File: src/rtl/mem_initiator_pkg.sv
// Shared widths and defaults for the memory-bus initiator and its timeout counter.
package mem_initiator_pkg;

  localparam int WORD_W              = 36;
  localparam int PADDR_W             = 22;
  localparam int MEM_TIMEOUT_DEFAULT = 64;

  // Counter width for a given timeout; never narrower than one bit.
  function automatic int ctr_width(input int limit);
    return (limit <= 2) ? 1 : $clog2(limit);
  endfunction

endpackage

File: src/rtl/mem_timeout_ctr.sv
// Saturating wait-cycle counter: clear on accept, count while enabled, flag at TIMEOUT-1.
// One-cycle registered count; no backpressure, expired is combinational from the count.
module mem_timeout_ctr
  import mem_initiator_pkg::*;
#(
  parameter int TIMEOUT = MEM_TIMEOUT_DEFAULT
) (
  input  logic clk,
  input  logic reset,
  input  logic clear,
  input  logic enable,
  output logic expired
);

  localparam int            CW   = ctr_width(TIMEOUT);
  localparam logic [CW-1:0] LAST = CW'(TIMEOUT - 1);

  logic [CW-1:0] cnt_q;
  logic [CW-1:0] cnt_d;

  assign expired = (cnt_q == LAST);

  // Holding at LAST keeps the count from wrapping back into a live window.
  always_comb begin
    cnt_d = cnt_q;
    if (clear) begin
      cnt_d = '0;
    end else if (enable && !expired) begin
      cnt_d = cnt_q + 1'b1;
    end
  end

  always_ff @(posedge clk or negedge reset) begin
    if (!reset) begin
      cnt_q <= '0;
    end else begin
      cnt_q <= cnt_d;
    end
  end

endmodule

File: src/rtl/mem_initiator.sv
// Memory-bus master: one read/write at a time, strobes held until ack or timeout.
// Read completes 2 edges after accept (IACK=0) or via RD_DATA (IACK=1); resp_valid has no backpressure.
module mem_initiator
  import mem_initiator_pkg::*;
#(
  parameter int IACK    = 0,
  parameter int TIMEOUT = MEM_TIMEOUT_DEFAULT
) (
  input  logic               clk,
  input  logic               reset,
  input  logic               req_valid,
  input  logic               req_write,
  input  logic [PADDR_W-1:0] req_addr,
  input  logic [WORD_W-1:0]  req_wdata,
  output logic               req_ready,
  output logic               resp_valid,
  output logic [WORD_W-1:0]  resp_rdata,
  output logic               resp_error,
  output logic [PADDR_W-1:0] mem_addr,
  output logic [WORD_W-1:0]  mem_write_data,
  output logic               mem_read,
  output logic               mem_write,
  input  logic [WORD_W-1:0]  mem_read_data,
  input  logic               read_ack,
  input  logic               write_ack
);

  typedef enum logic [1:0] {
    IDLE    = 2'd0,
    RD_WAIT = 2'd1,
    WR_WAIT = 2'd2,
    RD_DATA = 2'd3
  } state_e;

  localparam bit IMM_ACK = (IACK != 0);

  state_e               state_q, state_d;
  logic                 resp_valid_q, resp_valid_d;
  logic                 resp_error_q, resp_error_d;
  logic [WORD_W-1:0]    resp_rdata_q, resp_rdata_d;
  logic [PADDR_W-1:0]   mem_addr_q, mem_addr_d;
  logic [WORD_W-1:0]    mem_wdata_q, mem_wdata_d;

  logic rd_wait;
  logic wr_wait;
  logic rd_ack;
  logic wr_ack;
  logic ack_seen;
  logic accept;
  logic tmo_expired;

  assign rd_wait  = (state_q == RD_WAIT);
  assign wr_wait  = (state_q == WR_WAIT);
  assign rd_ack   = rd_wait & read_ack;
  assign wr_ack   = wr_wait & write_ack;
  assign ack_seen = rd_ack | wr_ack;
  assign req_ready = (state_q == IDLE);
  assign accept    = req_valid & req_ready;

  // With a combinational ack the strobe must not depend on it, or the two would form a loop.
  assign mem_read  = IMM_ACK ? rd_wait : (rd_wait & ~read_ack);
  assign mem_write = IMM_ACK ? wr_wait : (wr_wait & ~write_ack);

  mem_timeout_ctr #(
    .TIMEOUT(TIMEOUT)
  ) u_timeout (
    .clk    (clk),
    .reset  (reset),
    .clear  (accept),
    .enable ((rd_wait | wr_wait) & ~ack_seen),
    .expired(tmo_expired)
  );

  always_comb begin
    state_d      = state_q;
    mem_addr_d   = mem_addr_q;
    mem_wdata_d  = mem_wdata_q;
    resp_valid_d = 1'b0;
    resp_error_d = 1'b0;
    resp_rdata_d = '0;
    unique case (state_q)
      IDLE: begin
        if (req_valid) begin
          mem_addr_d  = req_addr;
          mem_wdata_d = req_wdata;
          state_d     = req_write ? WR_WAIT : RD_WAIT;
        end
      end
      RD_WAIT: begin
        // An ack arriving on the expiry cycle still completes normally.
        if (read_ack) begin
          if (IMM_ACK) begin
            state_d = RD_DATA;
          end else begin
            resp_valid_d = 1'b1;
            resp_rdata_d = mem_read_data;
            state_d      = IDLE;
          end
        end else if (tmo_expired) begin
          resp_valid_d = 1'b1;
          resp_error_d = 1'b1;
          state_d      = IDLE;
        end
      end
      WR_WAIT: begin
        if (write_ack) begin
          resp_valid_d = 1'b1;
          state_d      = IDLE;
        end else if (tmo_expired) begin
          resp_valid_d = 1'b1;
          resp_error_d = 1'b1;
          state_d      = IDLE;
        end
      end
      RD_DATA: begin
        resp_valid_d = 1'b1;
        resp_rdata_d = mem_read_data;
        state_d      = IDLE;
      end
      default: state_d = IDLE;
    endcase
  end

  always_ff @(posedge clk or negedge reset) begin
    if (!reset) begin
      state_q      <= IDLE;
      resp_valid_q <= 1'b0;
      resp_error_q <= 1'b0;
      resp_rdata_q <= '0;
      mem_addr_q   <= '0;
      mem_wdata_q  <= '0;
    end else begin
      state_q      <= state_d;
      resp_valid_q <= resp_valid_d;
      resp_error_q <= resp_error_d;
      resp_rdata_q <= resp_rdata_d;
      mem_addr_q   <= mem_addr_d;
      mem_wdata_q  <= mem_wdata_d;
    end
  end

  assign resp_valid     = resp_valid_q;
  assign resp_error     = resp_error_q;
  assign resp_rdata     = resp_rdata_q;
  assign mem_addr       = mem_addr_q;
  assign mem_write_data = mem_wdata_q;

endmodule
File: config.mk
export PLATFORM = sky130hd
export DESIGN_NAME = mem_initiator
export DESIGN_NICKNAME = d
export VERILOG_FILES = /design/src/rtl/mem_initiator_pkg.sv /design/src/rtl/mem_timeout_ctr.sv /design/src/rtl/mem_initiator.sv
export SDC_FILE = /design/constraint.sdc
export NUM_CORES = 1
export LEC_CHECK = 0
export CORE_MARGIN = 4
export CORE_UTILIZATION = 40
export CTS_CLUSTER_SIZE = 12
export DETAILED_ROUTE_END_ITERATION = 6
export GPL_TIMING_DRIVEN = 0
export HOLD_SLACK_MARGIN = 0.08
export MAX_ROUTING_LAYER = met4
export PLACE_DENSITY = 0.88
export SETUP_SLACK_MARGIN = 0.1
export SLEW_MARGIN = 0
export SYNTH_ARGS = -nofsm -noshare
export SYNTH_HDL_FRONTEND = slang
export SYNTH_HIERARCHICAL = 1
export SYNTH_SLANG_ARGS = --single-unit
File: constraint.sdc
create_clock -name clk -period 4.9 [get_ports clk]
set_input_delay 0.98 -clock clk [delete_from_list [all_inputs] [get_ports clk]]
set_output_delay 0.98 -clock clk [all_outputs]
set_load 0.005 [all_outputs]
# Word-level counts from Yosys, hierarchy flattened
# Index checks and enable logic that the tools add are counted.
[classes] n_bitwise=11 muxes=17 n_reduce_logical=5 eq_ne=5 add_sub_neg=1
[op_table] op="$pmux W36 S2" n=1
[op_table] op="$mux W36" n=1
[op_table] op="$mux W6" n=2
[op_table] op="$mux W2" n=5
[op_table] op="$pmux W2 S4" n=1
[op_table] op="$add A6 B1 Y6 const B" n=1
[op_table] op="$and A1 B1 Y1" n=6
[op_table] op="$eq A6 B6 Y1 const B" n=1
[op_table] op="$mux W1" n=5
[op_table] op="$eq A2 B2 Y1 const B" n=2
[op_table] op="$not A1 Y1" n=3
[op_table] op="$pmux W1 S3" n=1
[op_table] op="$eq A2 B1 Y1 const B" n=1
[op_table] op="$logic_not A2 Y1" n=1
[op_table] op="$ne A2 B2 Y1 const B" n=1
[op_table] op="$or A1 B1 Y1" n=2
[op_table] op="$pmux W1 S2" n=1
[op_table] op="$reduce_and A2 Y1" n=1
[op_table] op="$reduce_bool A2 Y1" n=1
[op_table] op="$logic_and A1 B1 Y1" n=1
[op_table] op="$logic_not A1 Y1" n=1
[word_totals] input_bits=100 register_bits=104 output_inout_bits=99 wordCells=46

# Depth between registers and ports, before layout
# Gate-level depths: netlist of run 1.
[logic_depth] word_depth=8 depth_mapped=9 mapped_depth_nobuf=8

# Modules after synthesis
# Netlist of run 1, hierarchy kept.
[by_module_without_submodules] mod="mem_initiator" cells_each=230 n_inst=1 area_per_inst_um2=3653.5 seq_area_each_um2=2452.4
[by_module_without_submodules] mod="mem_timeout_ctr" cells_each=39 n_inst=1 area_per_inst_um2=380.4 seq_area_each_um2=150.1

# Worst setup path before layout of run 1
# No wires, ideal clock.
[synth_timing] path_kind="input -> output" from="input port read_ack" to="output port mem_read" stages=1 required_ns=3.920 n_path_buf=0 t_arrival_ns=1.181 path_slack_ns=2.739 cell_sequence="nor2b_1"
[synth_via] elab_chain_len=2
[synth_rtl] element="start: declaration" line="mem_initiator.sv:24" text="input logic read_ack,"
[synth_rtl] element="$not A1 Y1" line="mem_initiator.sv:61" text="assign mem_read = IMM_ACK ? rd_wait : (rd_wait & ~read_ack);"
[synth_rtl] element="$and A1 B1 Y1" line="mem_initiator.sv:61"
[synth_rtl] element="end: declaration" line="mem_initiator.sv:21" text="output logic mem_read,"
# Every way passes these cells.

# Worst setup path after layout of run 1
# Same ends and word-level chain as after synthesis.

==> results.txt, run 1 <==
The run finished with clean final reports. The via density per instance came out at 4.74. The transition time of the tightest slew-check pin came out at 0.535 ns.

The buffer type at the clock tree root is sky130_fd_sc_hd__clkbuf_8. The share of flip-flops with an asynchronous set or reset came out at 1.00. The cell area after layout is 6390 um^2.

The class of the most critical hold timing path is reg2reg. The post-synthesis to final-layout area growth is 58.5%. The number of failing hold endpoints at the final stage came to 0. The estimated wirelength of the detail-placed design is 7950 um. Setup repair after global routing left no endpoint under its margin.

The largest net degree at the start of global routing came out at 65. sky130_fd_sc_hd__dfrtp_1 takes more of the synthesized area than any other cell. Max-cap violations in this run came to 0. For this configuration, the core starts out at a cell density of 0.411. The number of buffers between clock root and the deepest sink came out at 2. The worst register-to-register path has a depth of 9.

The path with the worst hold slack has its endpoint at mem_write_data[29]. The worst register-to-register path has a setup slack of 2.78 ns. The distinct cell type count of the synthesized netlist came out at 36. In the final layout, the share of cells above drive strength 1 is 0.176. The first routing iteration left 128 violations.

The worst register-to-register path begins at state_q[1]. The post-synth net total came out at 375. At the end of routability-driven placement, the weighted congestion stood at 0.833. The post-detailed-routing wire length came out at 10200 um.

The final global-route overflow total is 0. The number of slew-limit violations in the final report was 0. The worst hold slack is 0.511 ns. Clock tree synthesis inserted a total of 9 buffers. Based on the critical path, the design can be clocked at up to 0.297 GHz. The first-pass iteration count of the detailed router is 4. The insertion delay of the later-clocked pin in the worst-skew pair came out at 0.36 ns. The die outline area came out at 11800 um^2. Hold repair after CTS inserted 0 buffers.

The total global-route track usage came out at 0.184. The critical path data arrival time is 2.38 ns. Setup violations remaining at the end of the flow were counted as 0.

In this run the standard cell core region covers 9820 um^2. The average size of a mapped cell came out at 15.0 um^2. In the post-synthesis netlist, the biggest area contributors are sky130_fd_sc_hd__dfrtp_1 (65%), sky130_fd_sc_hd__mux2_2 (14%), sky130_fd_sc_hd__and2b_1 (3.5%), sky130_fd_sc_hd__mux2_4 (3.3%), sky130_fd_sc_hd__nor2b_1 (2.9%).

Counting every sink on the clock net gives 104. In this run the cell area measured after placement is 6210 um^2. The kind of end point of the critical path is an output pin.

The initial antenna violation count is 0. The share of the Yosys chip area taken by registers is 0.645. The number of levels in the clock H-tree is 3.

In the final routed layout, each cell accounts on average for 16.5 um. The area share of the largest cell type after synthesis is 0.645. The boundary pin count is 199.

The netlist area before placement is 4030 um^2. The number of input and output port buffers inserted came out at 198. The wire length of the first global-routing pass is 16100 um. The critical path is of the in2out type. In this run the most critical hold path is launched from mem_write_data[29]. The final worst clock skew came out at 0.00725 ns. The time the final worst path needs with I/O delays and setup is 3.36 ns. Synthesis handed over a netlist of 269 instances. The chip height is 108 um. The worst IR drop on VDD came out at 214 uV. The largest driver fanout on the critical path is 4. The critical path data required time is 3.92 ns. Headroom to the max-slew limit came out at 0.643. The most common cell after layout, fill and taps aside is sky130_fd_sc_hd__clkdlybuf4s50_1. The number of design rule violations left after detail routing is 0. The number of global-route vias before repair came out at 3216. Dividing the final minimum period by the clock period gives 0.686. After clock tree synthesis, the clock-pin slew on the worst setup and hold paths is 0.09 ns.

The count of nets left with antenna violations once routing finished came out at 0. The number of gates resized after CTS is 0. The number of antenna diodes in the final layout is 0. The cell count of the worst hold path is 1. The number of flops mapped to enable cells by yosys is 0. The detailed-route via count came out at 2925.

The x dimension of the die came out at 108 um. The leakage power total is 2.81 nW. The number of setup buffers added after CTS is 0. The fill cell total of the finished layout came out at 737. TritonCTS built the clock tree. The worst reg2reg path endpoint is u_timeout/cnt_q[1]. The leading register cell type out of synthesis is sky130_fd_sc_hd__dfrtp_1. The register bit count reported by yosys came out at 104. The row count is 36.

STA classifies the critical path startpoint as an input port. The top cell types in the final layout, fill and taps aside, are sky130_fd_sc_hd__clkdlybuf4s50_1 (197), sky130_fd_sc_hd__dfrtp_1 (104), sky130_fd_sc_hd__mux2_2 (49), sky130_fd_sc_hd__and2b_1 (19), sky130_fd_sc_hd__nor2b_1 (19). The power density normalized to cell area came out at 525 nW/um^2. The number of warning messages in the yosys log came out at 6. The total power is 0.00336 W.

The net count of the finished layout is 585.
cells by family (layout without fill, tap and decap cells):
| kind of cell | count (synthesis) | in the layout | share of synthesized area |
|---|---|---|---|
| flip-flops | 104 | 104 | 0.645 |
| AND/OR/NAND/NOR | 66 | 66 | 0.107 |
| multiplexers | 58 | 58 | 0.170 |
| AO/OA/AOI/OAI | 18 | 18 | 0.0351 |
| buffers and inverters | 17 | 232 | 0.0239 |
| adder cells (fa/ha/maj) | 6 | 6 | 0.0186 |
critical path, cell delays in order:
cell and delay (ns):
sky130_fd_sc_hd__clkdlybuf4s50_1 0.50, sky130_fd_sc_hd__nor2b_1 0.31, sky130_fd_sc_hd__clkdlybuf4s50_1 0.59
worst max path at each step:
stage                   from        endpoint  slack [ns]  cells past startpoint
detailed placement  read_ack        mem_read        1.57                      3
global placement       reset  resp_rdata[16]       -0.85                      1
global route        read_ack        mem_read        1.51                      3
floorplan           read_ack        mem_read        2.74                      1
finish              read_ack        mem_read        1.54                      3
CTS                 read_ack        mem_read        1.54                      3
layer usage:
metal | global-route usage | wire [um] | up-vias
li1 | - | - | 1338
met1 | 0.211 | 3900 | 1423
met2 | 0.307 | 5130 | 144
met3 | 0.0466 | 918 | 20
met4 | 0.0821 | 263 | 0
met5 | - | 0 | -
cell usage after synthesis (all sizes together), types with 2 or more instances:
master  count
nand3       2
nand4       2
nand2       7
dfrtp     104
a21oi       4
nor2        4
inv         6
o211ai      5
clkbuf      2
buf         9
and2b      19
ha          6
nor3b       4
nor2b      20
nand4b      2
nor3        2
mux2       58
where the power goes:
part | total (W) | internal (W) | switching, W
combinational | 0.00148 | 0.000981 | 0.000503
clock | 0.000525 | 0.000240 | 0.000285
sequential | 0.00135 | 0.00119 | 0.000162
total | 0.00336 | 0.00241 | 0.000950
sequential cells by signal, indices dropped and copies added, names as in the netlist:
signal           flops
resp_error           1
mem_write_data      36
resp_rdata          36
state_q              2
resp_valid           1
u_timeout/cnt_q      6
mem_addr            22
stage by stage:
stage	cells	TNS, ns	utilization	setup WS, ns
global placement	600	-87.66	0.630	-0.850
finish	617	0	0.651	1.54
detailed placement	601	0	0.632	1.57
floorplan	269	0	-	2.74
global route	617	0	0.651	1.51
CTS	617	0	0.651	1.54
final cells by class:
cell class | count | area (um^2) | share of cell area
timing repair buffer | 199 | 2010 | 0.314
clock inverter | 4 | 52.6 | 0.00822
tap | 133 | 166 | 0.0260
sequential | 104 | 2600 | 0.407
inverter | 6 | 22.5 | 0.00352
buffer | 11 | 73.8 | 0.0115
multi-input combinational | 148 | 1340 | 0.209
clock buffer | 12 | 135 | 0.0211
(Power assumes the default switching activity.)
==> run 2: changes to the inputs <==
clock period = 3.45 ns   (was 4.9 ns; I/O delays follow)
==> results of run 2 <==
Same layout as run 1 (identical final DEF). Status: completed.
Among the figures that moved: setup slack after placement 1.57 ns -> 0.696 ns; clock-pin slew on the worst setup and hold paths 0.09 ns -> 0.10 ns; setup slack after layout 1.54 ns -> 0.638 ns; hold slack 0.511 ns -> 0.290 ns; start point of the critical path read_ack -> state_q[1]; register-to-register setup slack 2.78 ns -> 1.33 ns; total power 0.00336 W -> 0.00477 W; worst IR drop on VDD 214 uV -> 304 uV
==> run 3: changes to the inputs <==
clock period = 2.86 ns   (was 3.45 ns; I/O delays follow)
==> results.txt, run 3 (synthesis results as in run 1) <==
The number of design rule violations left after detail routing is 0 (unchanged). The delay of the slowest cell on the worst path is 0.56 ns (-0.03 ns). The power density normalized to cell area is 900 nW/um^2.

The number of standard cells in the layout, taps in and fillers out is 617 (unchanged). The final total negative setup slack is 0 ns (unchanged). The critical path data arrival time is 2.02 ns.

The area taken by flip-flops and latches is 2600 um^2 (unchanged). STA classifies the critical path endpoint as an output pin. The most common cell after layout, fill and taps aside is sky130_fd_sc_hd__clkdlybuf4s50_1. The transition time of the tightest slew-check pin is 0.535 ns (-0.0000941 ns). The initial DRC count is 128 (unchanged).

The number of nets in the layout came out at 585 (unchanged). STA classifies the critical path startpoint as a flop. The number of buffers added by the clock tree synthesis step came out at 9 (unchanged).

The number of global-route vias before repair came out at 3216 (unchanged). The estimated wirelength of the detail-placed design is 7950 um (unchanged). The path depth of the worst reg2reg path is 9 (unchanged). The core area came out at 9820 um^2 (unchanged). The largest driver fanout on the critical path is 4 (unchanged). Static timing analysis puts the maximum clock frequency at 0.385 GHz.

The number of input and output port buffers inserted is 198 (unchanged). The proportion of layout cells with a drive suffix above 1 was 0.178 (+0.00207). The clock-pin slew on the worst setup and hold paths came out at 0.10 ns. Among cell families on the critical path, the largest total delay comes from buffers and inverters.

In the finished design, the share of the clock period the worst path needs comes to 0.908. The run finished with clean final reports. The final worst clock skew is 0.00707 ns (-0.000181 ns). The number of slew-limit violations in the final report came to 0 (unchanged).

The number of placed instances with taps included came out at 601 (unchanged). The via density per instance came to 4.74 (about the same). The chip height is 108 um (unchanged). The x dimension of the die is 108 um (unchanged). The final antenna-violating net count came out at 0 (unchanged). The number of levels in the clock H-tree is 3 (unchanged). The critical path goes through inv_1, ha_1, nor2b_2, clkdlybuf4s50_1. The wire length of the first global-routing pass was 16100 um (unchanged). The total global-route track usage is 0.184 (unchanged).

The final estimated routing congestion in global placement is 0.833 (unchanged). The clock period could shrink to 2.60 ns. The worst hold slack is 0.173 ns. Setup repair after global routing left no endpoint under its margin. The number of clock sinks seen by CTS came out at 104 (unchanged). The critical path data required time is 2.29 ns. The die outline area came out at 11800 um^2 (unchanged).

The tree is rooted in a sky130_fd_sc_hd__clkbuf_8. The leakage power total came out at 2.81 nW (about the same). The number of failing hold endpoints at the final stage came out at 0 (unchanged). The first-pass iteration count of the detailed router is 4 (unchanged). The number of maximum-capacitance violations came out at 0 (unchanged).

The row count came out at 36 (unchanged). The utilization after layout is 0.652 (about the same). The worst IR drop on VDD is 367 uV.

The total setup violations reported at the end of the flow is 0 (unchanged). The worst hold path belongs to the class in2async. The count of antenna diodes in the layout is 0 (unchanged).

The setup slack after placement came out at 0.342 ns. The largest net degree at the start of global routing is 65 (unchanged). The boundary pin count came out at 199 (unchanged). The fill cell total of the finished layout came out at 736 (-0.14%). The instance count on the critical path came out at 4. Across all setup checks in the final design, the least slack found is 0.263 ns. The combined area of the multi-input logic cells came out at 1340 um^2 (+0.19%). The initial antenna violation count came out at 0 (unchanged). The master of the slowest instance on the critical path is sky130_fd_sc_hd__clkdlybuf4s50_1. The initial standard-cell utilization of the core came out at 0.411 (unchanged). The insertion delay of the later-clocked pin in the worst-skew pair came to 0.36 ns (about the same). TritonCTS built the clock tree. The final global-route overflow total is 0 (unchanged). The average wire per cell in the routed design came out at 16.6 um (+0.18%). The number of buffers and inverters on the critical path is 2 (unchanged). The post-synthesis to final-layout area growth came to 58.6% (about the same).

The total setup buffers inserted after CTS was 0 (unchanged). The post-detailed-routing wire length came out at 10200 um (+0.18%). The detailed-route via count was 2924 (-0.034%).

The worst relative slew slack is 0.643 (about the same). The setup path with the least slack is of type reg2out. The library cells used most frequently in the layout, excluding fill and tap cells, are sky130_fd_sc_hd__clkdlybuf4s50_1 (197), sky130_fd_sc_hd__dfrtp_1 (104), sky130_fd_sc_hd__mux2_2 (49), sky130_fd_sc_hd__and2b_1 (19), sky130_fd_sc_hd__nor2b_1 (18). The number of buffers between clock root and the deepest sink is 2 (unchanged).
-- run 3: cell count changes in the layout (fill, tap and decap cells not counted) --
cell	before	now
sky130_fd_sc_hd__nor2b_1	19	18
sky130_fd_sc_hd__nor2b_2	0	1
-- run 3: per-layer routing --
layer	GRT usage	routed length, um	vias to the layer above
li1	-	-	1339
met5	-	0	-
met1	0.211	3920	1419
met3	0.0466	915	20
met4	0.0821	263	0
met2	0.307	5130	146
-- run 3: final cells by class --
cell class / count / share of cell area
buffer: 11 / 0.0115
multi-input combinational: 148 / 0.209
timing repair buffer: 199 / 0.314
sequential: 104 / 0.407
tap: 133 / 0.0260
clock inverter: 4 / 0.00821
inverter: 6 / 0.00352
clock buffer: 12 / 0.0211
-- run 3: report_power, final --
group | internal [W] | total (W) | switching (W)
Clock | 0.000412 | 0.000900 | 0.000488
Sequential | 0.00203 | 0.00231 | 0.000279
Combinational | 0.00168 | 0.00254 | 0.000863
-- run 3: worst paths after layout --
| check | startpoint | end | slack (ns) |
|---|---|---|---|
| min in group clk | mem_write_data[29] | mem_write_data[29] | 0.51 |
| worst min register to register | mem_write_data[29] | mem_write_data[29] | 0.51 |
| worst min-delay path | reset | mem_write_data[19] | 0.17 |
| worst max register to register | state_q[1] | u_timeout/cnt_q[1] | 0.72 |
| max in group asynchronous | reset | mem_addr[7] | 1.98 |
| worst max-delay path | state_q[1] | mem_read | 0.26 |
-- run 3: timing repair --
| item | CTS | global route |
|---|---|---|
| endpoints found under the setup margin | 0 | 1 |
| gates resized for setup | 0 | 1 |
| hold buffers | 0 | 0 |
-- run 3: metrics by stage --
step / total power, W / instance area, um^2
3_3_place_gp: 0.00480 / 6180
6_report: 0.00576 / 6400
2_1_floorplan: 0.00338 / 4030
3_5_place_dp: 0.00492 / 6210
5_1_grt: 0.00613 / 6400
4_1_cts: 0.00583 / 6390
